[config.mk]
export PLATFORM = sky130hd
export DESIGN_NAME = wave_dds_gen_flat
export DESIGN_NICKNAME = d
export VERILOG_FILES = /design/src/rtl/wave_dds_gen_pkg.sv /design/src/rtl/wave_dds_gen_if.sv /design/src/rtl/wave_dds_gen_rom.sv /design/src/rtl/wave_dds_gen.sv /design/src/flat_wrapper.sv
export SDC_FILE = /design/constraint.sdc
export NUM_CORES = 1
export LEC_CHECK = 0
export CELL_PAD_IN_SITES_DETAIL_PLACEMENT = 1
export CELL_PAD_IN_SITES_GLOBAL_PLACEMENT = 1
export CORE_ASPECT_RATIO = 0.9
export CORE_MARGIN = 10
export CORE_UTILIZATION = 52
export CTS_CLUSTER_DIAMETER = 40
export DETAILED_ROUTE_END_ITERATION = 7
export GPL_TIMING_DRIVEN = 0
export HOLD_SLACK_MARGIN = 0.15
export PLACE_DENSITY_LB_ADDON = 0.1
export SKIP_CTS_REPAIR_TIMING = 1
export SLEW_MARGIN = 40
export SYNTH_ARGS = -nofsm -noshare
export SYNTH_HDL_FRONTEND = slang
export SYNTH_SLANG_ARGS = --single-unit
[constraint.sdc]
create_clock -name clk -period 16.5 [get_ports clk]
set_clock_uncertainty 0.1 [all_clocks]
set_input_delay 2.475 -clock clk [delete_from_list [all_inputs] [get_ports clk]]
set_output_delay 2.475 -clock clk [all_outputs]
set_load 0.02 [all_outputs]
[src/rtl/wave_dds_gen_pkg.sv]
// Shared types and constants for the DDS waveform generator.
package wave_pkg;

  typedef enum logic [1:0] {
    MODE_SINE   = 2'd0,
    MODE_SQUARE = 2'd1,
    MODE_TRI    = 2'd2,
    MODE_SAW    = 2'd3
  } wave_mode_e;

  typedef enum logic {
    CFG_IDLE = 1'b0,
    CFG_PEND = 1'b1
  } cfg_state_e;

  localparam logic [8:0] AMP_UNITY = 9'd256;
  localparam real        PI        = 3.14159265358979323846;

  // Quarter-wave sine entry i, rounded to nearest, full scale 2^(out_w-1)-1.
  // Only ever evaluated at elaboration time to build the ROM contents.
  function automatic int sine_entry(input int i, input int lut_aw, input int out_w);
    real maxv;
    real ang;
    maxv = real'((1 << (out_w - 1)) - 1);
    ang  = (PI / 2.0) * real'(i) / real'(1 << lut_aw);
    return $rtoi(maxv * $sin(ang) + 0.5);
  endfunction

endpackage

[src/rtl/wave_dds_gen_if.sv]
// Config handshake and sample stream of the DDS generator.
interface wave_dds_gen_if #(
  parameter int PHASE_W = 16,
  parameter int OUT_W   = 8
);
  logic                      en;
  logic                      cfg_valid;
  logic                      cfg_ready;
  logic [PHASE_W-1:0]        cfg_tune;
  logic [1:0]                cfg_mode;
  logic [8:0]                cfg_amp;
  logic signed [OUT_W-1:0]   wave_out;
  logic                      out_valid;
  logic                      phase_wrap;

  modport master (
    output en, cfg_valid, cfg_tune, cfg_mode, cfg_amp,
    input  cfg_ready, wave_out, out_valid, phase_wrap
  );

  modport slave (
    input  en, cfg_valid, cfg_tune, cfg_mode, cfg_amp,
    output cfg_ready, wave_out, out_valid, phase_wrap
  );
endinterface

[src/rtl/wave_dds_gen_rom.sv]
// Quarter-wave sine magnitude ROM with registered read (stage A of the sine path).
module quarter_sine_rom
  import wave_pkg::*;
#(
  parameter int LUT_AW = 6,
  parameter int OUT_W  = 8
) (
  input  logic              clk,
  input  logic              rst,
  input  logic              rd_en,
  input  logic [LUT_AW:0]   addr,
  output logic [OUT_W-2:0]  data
);
  localparam int DEPTH = (1 << LUT_AW) + 1;

  logic [OUT_W-2:0] rom_tbl [DEPTH];
  logic [OUT_W-2:0] data_d;
  logic [OUT_W-2:0] data_q;

  for (genvar gi = 0; gi < DEPTH; gi++) begin : g_rom
    localparam int VAL = sine_entry(gi, LUT_AW, OUT_W);
    assign rom_tbl[gi] = VAL[OUT_W-2:0];
  end

  // Read only on sample cycles so the entry stays aligned with the other shapes.
  always_comb begin
    data_d = data_q;
    if (rd_en) data_d = rom_tbl[addr];
  end

  // Read register.
  always_ff @(posedge clk or posedge rst) begin
    if (rst) data_q <= '0;
    else     data_q <= data_d;
  end

  assign data = data_q;

endmodule

[src/rtl/wave_dds_gen.sv]
// DDS waveform generator: phase accumulator, shape stage A, amplitude stage B.
// Config changes are held pending and applied at phase wrap (or while idle).
//
// cfg state | meaning
// ----------+-----------------------------------------------
// CFG_IDLE  | no config pending, cfg_ready high
// CFG_PEND  | config captured, waits for wrap / en=0 / tune=0
module wave_dds_gen
  import wave_pkg::*;
#(
  parameter int PHASE_W = 16,
  parameter int LUT_AW  = 6,
  parameter int OUT_W   = 8
) (
  input  logic          clk,
  input  logic          rst,
  wave_dds_gen_if.slave bus
);
  localparam logic signed [OUT_W-1:0] POS_MAX  = {1'b0, {(OUT_W-1){1'b1}}};
  localparam logic signed [OUT_W-1:0] NEG_MAX  = {1'b1, {(OUT_W-2){1'b0}}, 1'b1};
  localparam logic signed [OUT_W-1:0] NEG_FULL = {1'b1, {(OUT_W-1){1'b0}}};
  localparam logic [LUT_AW:0]         QTR      = {1'b1, {LUT_AW{1'b0}}};

  // accumulator and config
  logic [PHASE_W-1:0] phase_d, phase_q;
  logic [PHASE_W:0]   sum;
  logic               carry;
  logic               wrap_d, wrap_q;
  cfg_state_e         cfg_st_d, cfg_st_q;
  logic               cfg_ready_d, cfg_ready_q;
  logic               cfg_accept, cfg_apply;
  logic [8:0]         amp_clamped;
  logic [PHASE_W-1:0] pend_tune_d, pend_tune_q, tune_act_d, tune_act_q;
  wave_mode_e         pend_mode_d, pend_mode_q, mode_act_d, mode_act_q;
  logic [8:0]         pend_amp_d, pend_amp_q, amp_act_d, amp_act_q;

  // stage A
  logic [1:0]              quad;
  logic [LUT_AW-1:0]       idx;
  logic [LUT_AW:0]         rom_addr;
  logic [OUT_W-2:0]        rom_data;
  logic signed [OUT_W-1:0] sq_raw, saw_full, saw_raw, tri_full, tri_raw;
  logic [OUT_W:0]          tri_u;
  logic [OUT_W-1:0]        tri_fold;
  logic                    sine_neg_d, sine_neg_q;
  logic signed [OUT_W-1:0] sq_d, sq_q, tri_d, tri_q, saw_d, saw_q;
  wave_mode_e              mode_a_d, mode_a_q;
  logic [8:0]              amp_a_d, amp_a_q;
  logic                    va_d, va_q;

  // stage B
  logic signed [OUT_W-1:0] sine_mag, sine_raw, raw;
  logic [OUT_W-1:0]        abs_raw, mag;
  logic [OUT_W+7:0]        prod;
  logic signed [OUT_W-1:0] scaled;
  logic signed [OUT_W-1:0] wave_d, wave_q;
  logic                    vb_d, vb_q;

  // Phase advance and wrap detection.
  always_comb begin
    sum     = {1'b0, phase_q} + {1'b0, tune_act_q};
    carry   = sum[PHASE_W];
    phase_d = bus.en ? sum[PHASE_W-1:0] : phase_q;
    wrap_d  = bus.en & carry;
  end

  // Config handshake: capture into pending, promote to active at a safe edge.
  // Apply is only possible from CFG_PEND, so it never shares an edge with accept.
  always_comb begin
    cfg_st_d    = cfg_st_q;
    pend_tune_d = pend_tune_q;
    pend_mode_d = pend_mode_q;
    pend_amp_d  = pend_amp_q;
    tune_act_d  = tune_act_q;
    mode_act_d  = mode_act_q;
    amp_act_d   = amp_act_q;
    amp_clamped = (bus.cfg_amp > AMP_UNITY) ? AMP_UNITY : bus.cfg_amp;
    cfg_accept  = bus.cfg_valid && (cfg_st_q == CFG_IDLE);
    cfg_apply   = (cfg_st_q == CFG_PEND) && (!bus.en || carry || (tune_act_q == '0));
    if (cfg_accept) begin
      cfg_st_d    = CFG_PEND;
      pend_tune_d = bus.cfg_tune;
      pend_mode_d = wave_mode_e'(bus.cfg_mode);
      pend_amp_d  = amp_clamped;
    end
    if (cfg_apply) begin
      cfg_st_d   = CFG_IDLE;
      tune_act_d = pend_tune_q;
      mode_act_d = pend_mode_q;
      amp_act_d  = pend_amp_q;
    end
    cfg_ready_d = (cfg_st_d == CFG_IDLE);
  end

  // Accumulator and config registers.
  always_ff @(posedge clk or posedge rst) begin
    if (rst) begin
      phase_q     <= '0;
      wrap_q      <= 1'b0;
      cfg_st_q    <= CFG_IDLE;
      cfg_ready_q <= 1'b1;
      pend_tune_q <= '0;
      pend_mode_q <= MODE_SINE;
      pend_amp_q  <= AMP_UNITY;
      tune_act_q  <= '0;
      mode_act_q  <= MODE_SINE;
      amp_act_q   <= AMP_UNITY;
    end else begin
      phase_q     <= phase_d;
      wrap_q      <= wrap_d;
      cfg_st_q    <= cfg_st_d;
      cfg_ready_q <= cfg_ready_d;
      pend_tune_q <= pend_tune_d;
      pend_mode_q <= pend_mode_d;
      pend_amp_q  <= pend_amp_d;
      tune_act_q  <= tune_act_d;
      mode_act_q  <= mode_act_d;
      amp_act_q   <= amp_act_d;
    end
  end

  // Shapers: all computed from the current phase; the -full-scale code folds to -MAXV.
  always_comb begin
    quad     = phase_q[PHASE_W-1 -: 2];
    idx      = phase_q[PHASE_W-3 -: LUT_AW];
    rom_addr = quad[0] ? (QTR - {1'b0, idx}) : {1'b0, idx};
    sq_raw   = phase_q[PHASE_W-1] ? NEG_MAX : POS_MAX;
    saw_full = {~phase_q[PHASE_W-1], phase_q[PHASE_W-2 -: OUT_W-1]};
    saw_raw  = (saw_full == NEG_FULL) ? NEG_MAX : saw_full;
    tri_u    = phase_q[PHASE_W-1 -: OUT_W+1];
    // Descending half: 2^(OUT_W+1)-1-u is the bitwise complement of u.
    tri_fold = tri_u[OUT_W] ? ~tri_u[OUT_W-1:0] : tri_u[OUT_W-1:0];
    // Subtracting 2^(OUT_W-1) from an OUT_W-bit value flips its MSB.
    tri_full = {~tri_fold[OUT_W-1], tri_fold[OUT_W-2:0]};
    tri_raw  = (tri_full == NEG_FULL) ? NEG_MAX : tri_full;

    sine_neg_d = bus.en ? quad[1]    : sine_neg_q;
    sq_d       = bus.en ? sq_raw     : sq_q;
    tri_d      = bus.en ? tri_raw    : tri_q;
    saw_d      = bus.en ? saw_raw    : saw_q;
    mode_a_d   = bus.en ? mode_act_q : mode_a_q;
    amp_a_d    = bus.en ? amp_act_q  : amp_a_q;
    va_d       = bus.en;
  end

  quarter_sine_rom #(
    .LUT_AW (LUT_AW),
    .OUT_W  (OUT_W)
  ) u_rom (
    .clk   (clk),
    .rst   (rst),
    .rd_en (bus.en),
    .addr  (rom_addr),
    .data  (rom_data)
  );

  // Stage A registers.
  always_ff @(posedge clk or posedge rst) begin
    if (rst) begin
      sine_neg_q <= 1'b0;
      sq_q       <= '0;
      tri_q      <= '0;
      saw_q      <= '0;
      mode_a_q   <= MODE_SINE;
      amp_a_q    <= AMP_UNITY;
      va_q       <= 1'b0;
    end else begin
      sine_neg_q <= sine_neg_d;
      sq_q       <= sq_d;
      tri_q      <= tri_d;
      saw_q      <= saw_d;
      mode_a_q   <= mode_a_d;
      amp_a_q    <= amp_a_d;
      va_q       <= va_d;
    end
  end

  // Mode select and sign-magnitude scaling, truncating toward zero.
  always_comb begin
    sine_mag = {1'b0, rom_data};
    sine_raw = sine_neg_q ? -sine_mag : sine_mag;
    case (mode_a_q)
      MODE_SQUARE: raw = sq_q;
      MODE_TRI:    raw = tri_q;
      MODE_SAW:    raw = saw_q;
      default:     raw = sine_raw;
    endcase
    abs_raw = raw[OUT_W-1] ? -raw : raw;
    prod    = {8'b0, abs_raw} * {{(OUT_W-1){1'b0}}, amp_a_q};
    mag     = OUT_W'(prod >> 8);
    scaled  = raw[OUT_W-1] ? -mag : mag;
    wave_d  = va_q ? scaled : wave_q;
    vb_d    = va_q;
  end

  // Stage B registers.
  always_ff @(posedge clk or posedge rst) begin
    if (rst) begin
      wave_q <= '0;
      vb_q   <= 1'b0;
    end else begin
      wave_q <= wave_d;
      vb_q   <= vb_d;
    end
  end

  assign bus.wave_out   = wave_q;
  assign bus.out_valid  = vb_q;
  assign bus.phase_wrap = wrap_q;
  assign bus.cfg_ready  = cfg_ready_q;

endmodule

[src/flat_wrapper.sv]
// flat-port wrapper written by rule: the top's interface ports become plain ports
module wave_dds_gen_flat import wave_pkg::*;
#(
  parameter int PHASE_W = 16,
  parameter int LUT_AW  = 6,
  parameter int OUT_W   = 8
)
  (clk, rst, bus_en, bus_cfg_valid, bus_cfg_tune, bus_cfg_mode, bus_cfg_amp, bus_cfg_ready, bus_wave_out, bus_out_valid, bus_phase_wrap);
  wave_dds_gen_if #(.PHASE_W(PHASE_W), .OUT_W(OUT_W)) bus_i ();
  input  logic clk;
  input  logic rst;
  input wire logic [$bits(bus_i.en)-1:0] bus_en;
  input wire logic [$bits(bus_i.cfg_valid)-1:0] bus_cfg_valid;
  input wire logic [$bits(bus_i.cfg_tune)-1:0] bus_cfg_tune;
  input wire logic [$bits(bus_i.cfg_mode)-1:0] bus_cfg_mode;
  input wire logic [$bits(bus_i.cfg_amp)-1:0] bus_cfg_amp;
  output wire logic [$bits(bus_i.cfg_ready)-1:0] bus_cfg_ready;
  output wire logic [$bits(bus_i.wave_out)-1:0] bus_wave_out;
  output wire logic [$bits(bus_i.out_valid)-1:0] bus_out_valid;
  output wire logic [$bits(bus_i.phase_wrap)-1:0] bus_phase_wrap;
  assign bus_i.en = bus_en;
  assign bus_i.cfg_valid = bus_cfg_valid;
  assign bus_i.cfg_tune = bus_cfg_tune;
  assign bus_i.cfg_mode = bus_cfg_mode;
  assign bus_i.cfg_amp = bus_cfg_amp;
  assign bus_cfg_ready = bus_i.cfg_ready;
  assign bus_wave_out = bus_i.wave_out;
  assign bus_out_valid = bus_i.out_valid;
  assign bus_phase_wrap = bus_i.phase_wrap;
  wave_dds_gen #(.PHASE_W(PHASE_W), .LUT_AW(LUT_AW), .OUT_W(OUT_W)) u_core (.clk(clk), .rst(rst), .bus(bus_i));
endmodule
==> results of run 1 <==
## area by class of cell
class	instances	area, µm²
multi-input combinational	702	5420
fill	1912	6580
sequential	120	3010
clock buffer	18	429
tap	211	264
clock inverter	14	164
inverter	97	372
timing repair buffer	42	438
buffer	40	154
## cell families after synthesis
family                     count (synthesis)  synth area share
xor gates and xnor gates                  39            0.0384
DFF                                      120             0.338
muxes                                     59            0.0791
adders and majority gates                101             0.177
buffers and inverters                    137            0.0582
and+or+nand+nor                          336             0.182
AOI/OAI and AO/OA                        167             0.127
## critical path: stages, from the launching register on
cell,delay [ns]
dfrtp_1,0.35
buf_2,0.22
buf_1,0.47
mux2i_1,0.23
a21o_1,0.23
a211oi_1,0.57
a31oi_1,0.19
a21o_1,0.23
xor2_2,0.49
nand2_1,0.15
fa_1,0.51
fa_1,0.55
inv_1,0.05
fa_1,0.56
inv_1,0.07
fa_1,0.54
inv_1,0.05
ha_1,0.30
a2111o_1,0.50
a21o_1,0.22
and2_1,0.20
a21oi_1,0.18
xor2_1,0.22
ha_1,0.23
o31ai_1,0.14
o31a_1,0.36
o311ai_1,0.09
or3b_1,0.36
## layer usage
metal  track usage  vias to the layer above
li1              -                     3419
met1         0.305                     3782
met2         0.381                      173
met3        0.0386                       43
met4        0.0703                        0
met5             0                        -
## stage by stage
stage	util	setup WS, ns	area [µm²]	instances	hold slack (ns)
final	0.609	8.01	10300	1244	0.371
after global routing	0.609	7.62	10300	1244	0.392
after CTS	0.606	7.85	10200	1244	0.371
after detailed placement	0.571	7.93	9620	1212	0.353
after global placement	0.568	8.14	9570	1211	0.348
after floorplan	-	9.04	8890	959	0.311
## registers in the layout, indices dropped and copies added, names as in the netlist
| signal | flops |
|---|---|
| u_core.bus.wave_out | 8 |
| u_core.va_q | 1 |
| u_core.u_rom.data | 7 |
| u_core.mode_act_q | 2 |
| u_core.cfg_st_q | 1 |
| u_core.amp_act_q | 9 |
| u_core.phase_q | 16 |
| u_core.pend_amp_q | 9 |
| u_core.tri_q | 8 |
| u_core.sq_q | 3 |
| u_core.pend_tune_q | 16 |
| u_core.saw_q | 8 |
| u_core.mode_a_q | 2 |
| u_core.bus.phase_wrap | 1 |
| u_core.bus.out_valid | 1 |
| u_core.pend_mode_q | 2 |
| u_core.tune_act_q | 16 |
| u_core.bus.cfg_ready | 1 |
| u_core.amp_a_q | 9 |
## final timing paths
path,start,end,slack [ns],cells past startpoint
setup / recovery,u_core.mode_a_q[0]$_DFFE_PP0P_,u_core.bus.wave_out[6]$_DFFE_PP0P_,8.01,27
hold / removal,u_core.bus.wave_out[1]$_DFFE_PP0P_,u_core.bus.wave_out[1]$_DFFE_PP0P_,0.37,1
setup reg to reg,u_core.mode_a_q[0]$_DFFE_PP0P_,u_core.bus.wave_out[6]$_DFFE_PP0P_,8.01,27
hold reg to reg,u_core.bus.wave_out[1]$_DFFE_PP0P_,u_core.bus.wave_out[1]$_DFFE_PP0P_,0.37,1
max in group asynchronous,rst,u_core.amp_a_q[8]$_DFFE_PP1P_,13.26,3
min in group asynchronous,rst,u_core.pend_amp_q[5]$_DFFE_PP0P_,2.39,2
## placed cells by master (no fill, tap or decap), drive strengths merged, types with 11 or more instances in the layout
| master | n |
|---|---|
| a21oi | 36 |
| and2 | 35 |
| nor3 | 19 |
| o21ai | 32 |
| a211oi | 14 |
| inv | 102 |
| nand2 | 149 |
| clkdlybuf4s50 | 41 |
| mux2 | 50 |
| nor2 | 46 |
| ha | 60 |
| fa | 41 |
| dfrtp | 116 |
| nor4 | 11 |
| nand3 | 11 |
| and3 | 11 |
| xnor2 | 29 |
| clkbuf | 49 |
==> metrics, run 1 <==
clock sink total 120; register bit total from synthesis 120; area leader, netlist dfrtp_1; Core Rows 45; CTS tree built; Worst Path Class, Setup reg2reg; post-route minimum period 8.49 ns; Final Net Count 1152; Core Footprint 16800 µm²; # H-tree levels 4; list of most frequent post-synthesis cells nand2_1, dfrtp_1, inv_1; WL per Instance 20.1 µm; DR top layer met4; Critical Path End Type flip-flop; area of the mapped netlist 8890 µm²; first-pass GRT wire length 41800 µm; DR vias 7417; status finished, final reports clean; synthesized net count 1091; initial DRC count 421; number of CTS-inserted buffers 17; synthesized instance count 959; largest net degree at the start of global routing 70; Port Buffers 41; I/O pin cnt 42; DRT met1 WL 11500 µm; type of origin of the critical path flip-flop; Hold Vio Cnt, Final 0; vias in the first global route 7925; Setup violations, final 0; Avg Vias per Cell 5.96; GRT overflow 0; EDFF count, synth 0; Synth cell types 73; CTS root buf clkbuf_16; wire length on met3 984 µm; Detailed Place HPWL 17700 µm; Area growth, synth to finish 15.3%; routed wl met2 12100 µm; initial core utilization 0.528; ranking of synthesized cells by area dfrtp_1, fa_1, ha_1; clock-pin slew on the worst setup and hold paths 0.06 ns; initial antenna violation count 0; Slew headroom 0.357; Die Height 144 µm; Synth top area share 0.326; final setup TNS 0 ns; crit path max fanout 10; Max-Cap Viols 0; Seq/Total Area, Yosys 0.338; Critical Path AT 8.69 ns; Tcrit/Tclk final 0.514; Slew @ Worst Pin 0.952 ns; f_max 0.118 GHz; full die area 22700 µm²; Req. time, crit path 16.70 ns; Avg Synthesized Cell Area 9.27 µm²; drt drc 0; Routed Antenna Nets 0; Slew Limit Fails 0; Hold WC Path Type reg2reg; die width 158 µm; diode count 0; GRT Resource Usage Total 0.231; RSZ-0062 raised after global routing no; RD Place Congestion 0.889; most common cell in the synthesized netlist nand2_1; share of layout cells above drive strength 1 0.102; Max clock buf depth 2; Synth async-reset ratio 1.00; Clk Latency, worst-skew pair 0.43 ns; Main synth FF type dfrtp_1; DRT Pass-1 Iters 5; yosys synthesis warning count 0; Total Wirelength 25000 µm
Power of run 1 is not shown: default switching activity piles up to over one toggle a cycle in this logic, so the estimate is an artifact.
==> inputs of run 2 (changes only) <==
--- a/config.mk
+++ b/config.mk
@@ -9,7 +9,7 @@
 export CELL_PAD_IN_SITES_GLOBAL_PLACEMENT = 1
 export CORE_ASPECT_RATIO = 0.9
 export CORE_MARGIN = 10
-export CORE_UTILIZATION = 52
+export CORE_UTILIZATION = 44
 export CTS_CLUSTER_DIAMETER = 40
 export DETAILED_ROUTE_END_ITERATION = 7
 export GPL_TIMING_DRIVEN = 0
==> constraint.sdc (replaced) <==
create_clock -name clk -period 7.5 [get_ports clk]
set_clock_uncertainty 0.1 [all_clocks]
set_input_delay 1.125 -clock clk [delete_from_list [all_inputs] [get_ports clk]]
set_output_delay 1.125 -clock clk [all_outputs]
set_load 0.02 [all_outputs]
==> run 2 against run 1 <==
Die area rose by 16%. Clock-buffer cell count fell by 1. Cell count rose by 4.7%. Critical path type unchanged. Largest cell class unchanged.
==> metrics, run 2 (synthesis gave the netlist of run 1 again) <==
status finished, final reports clean (unchanged); GRT overflow 0 (unchanged); Hold WC Path Type reg2reg (unchanged); Slew Limit Fails 0 (unchanged); Port Buffers 41 (unchanged); Final Net Count 1167 (was 1152); Req. time, crit path 7.70 ns (was 16.70 ns); slowest stage delay, CP 0.55 ns (was 0.57 ns); most common cell after layout, fill and taps aside nand2_1 (unchanged); final non-filler cell area 10600 µm² (was 10300 µm²); DR vias 7237 (was 7417); Detailed Place HPWL 17700 µm (about the same); first-pass GRT wire length 39600 µm (was 41800 µm); final setup TNS 0 ns (unchanged); Critical Path AT 7.57 ns (was 8.69 ns); Critical Path End Type flip-flop (unchanged); Die Height 155 µm (was 144 µm); initial DRC count 304 (was 421); Crit path top cell by count inv_2 (was fa_1); number of CTS-inserted buffers 17 (unchanged); Core Rows 49 (was 45); Slew headroom 0.437 (was 0.357); largest net degree at the start of global routing 75 (was 70); share of layout cells above drive strength 1 0.153 (was 0.102); Slowest-stage cell, CP fa_1 (was a211oi_1); I/O pin cnt 42 (unchanged); WL per Instance 18.7 µm (was 20.1 µm); Worst Path Class, Setup reg2reg (unchanged); # H-tree levels 4 (unchanged); Max-Cap Viols 0 (unchanged); Largest regs u_core.pend_tune_q: 16 flops, u_core.phase_q: 16 flops, u_core.tune_act_q: 16 flops (unchanged); Routed Antenna Nets 0 (unchanged); area post-placement 9660 µm² (was 9620 µm²); Area growth, synth to finish 19.5% (was 15.3%); initial core utilization 0.446 (was 0.528); Clk Latency, worst-skew pair 0.42 ns (was 0.43 ns); vias in the first global route 7565 (was 7925); DRT Pass-1 Iters 5 (unchanged); post-route minimum period 7.38 ns (was 8.49 ns); full die area 26300 µm² (was 22700 µm²); RD Place Congestion 0.852 (was 0.889); crit path max fanout 5 (was 10); clock-pin slew on the worst setup and hold paths 0.06 ns (about the same); type of origin of the critical path flip-flop (unchanged); f_max 0.136 GHz (was 0.118 GHz); Tcrit/Tclk final 0.984 (was 0.514); drt drc 0 (unchanged); initial antenna violation count 0 (unchanged); GRT Resource Usage Total 0.185 (was 0.231); CTS tree built (unchanged); CTS root buf clkbuf_16 (unchanged); final core occ 0.533 (was 0.609); most frequent cells in the layout nand2_1, dfrtp_1, inv_1 (unchanged); Setup violations, final 0 (unchanged); clock sink total 120 (unchanged); Core Footprint 19900 µm² (was 16800 µm²); Avg Vias per Cell 5.55 (was 5.96); Hold Vio Cnt, Final 0 (unchanged); Total Wirelength 24400 µm (was 25000 µm); # fillers 2228 (was 1912); Slew @ Worst Pin 0.839 ns (was 0.952 ns); R2R setup slack 0.12 ns (was 8.01 ns); die width 170 µm (was 158 µm); Max clock buf depth 2 (unchanged); diode count 0 (unchanged)
==> run 2: changes by cell type in the layout (fill, tap and decap cells not counted), moves of 4 or more <==
cell and delta:
buf_4 +16, inv_1 -6, inv_2 +6, clkbuf_1 -5
clkbuf_2 +4, ha_1 -4
==> run 2: path summary, 6_finish.rpt <==
path | startpoint | to | cells after the start
worst max-delay path | u_core.u_rom.data[0]$_DFFE_PP0P_ | u_core.bus.wave_out[6]$_DFFE_PP0P_ | 30
worst min-delay path | u_core.pend_amp_q[6]$_DFFE_PP0P_ | u_core.pend_amp_q[6]$_DFFE_PP0P_ | 2
worst max register to register | u_core.u_rom.data[0]$_DFFE_PP0P_ | u_core.bus.wave_out[6]$_DFFE_PP0P_ | 30
worst min register to register | u_core.pend_amp_q[6]$_DFFE_PP0P_ | u_core.pend_amp_q[6]$_DFFE_PP0P_ | 2
max in group asynchronous | rst | u_core.amp_act_q[8]$_DFFE_PP1P_ | 3
min in group asynchronous | rst | u_core.pend_amp_q[6]$_DFFE_PP0P_ | 2
==> run 2: worst max-delay path, delay by kind of cell, from the launching register on <==
| family | cells | cell delay (ns) |
|---|---|---|
| buffers and inverters | 7 | 0.36 |
| XOR/XNOR | 2 | 0.44 |
| AO/OA/AOI/OAI | 6 | 1.22 |
| flip-flops | 1 | 0.41 |
| adder cells (fa/ha/maj) | 8 | 2.95 |
| multiplexers | 2 | 0.77 |
| AND/OR/NAND/NOR | 5 | 1.01 |
==> run 2: cell type report <==
cell class / instances / area [µm²] / area share
plain buffers: 39 / 155 / 0.0146
multi-input cells: 702 / 5660 / 0.532
inverters: 97 / 372 / 0.0350
well taps: 255 / 319 / 0.0300
flip-flops and latches: 120 / 3010 / 0.283
clock inverters: 15 / 133 / 0.0125
clock buffers: 17 / 425 / 0.0400
repair buffers: 58 / 558 / 0.0525
==> run 2: through the flow <==
stage               cells  setup WS, ns  hold WS [ns]
floorplan             959        0.0405         0.311
global placement     1255        -0.794         0.346
detailed placement   1256        -0.903         0.351
CTS                  1288         -1.02         0.370
global route         1303       -0.0911         0.409
finish               1303         0.123         0.363
==> run 2: routing by layer <==
layer / vias up / share of wire / GRT usage
met2: 109 / 0.47 / 0.295
li1: 3455 / - / -
met3: 16 / 0.030 / 0.0278
met4: 0 / 0.0069 / 0.0434
met1: 3657 / 0.49 / 0.259
met5: - / 0 / 0
Power of run 2 is left out for the same reason.
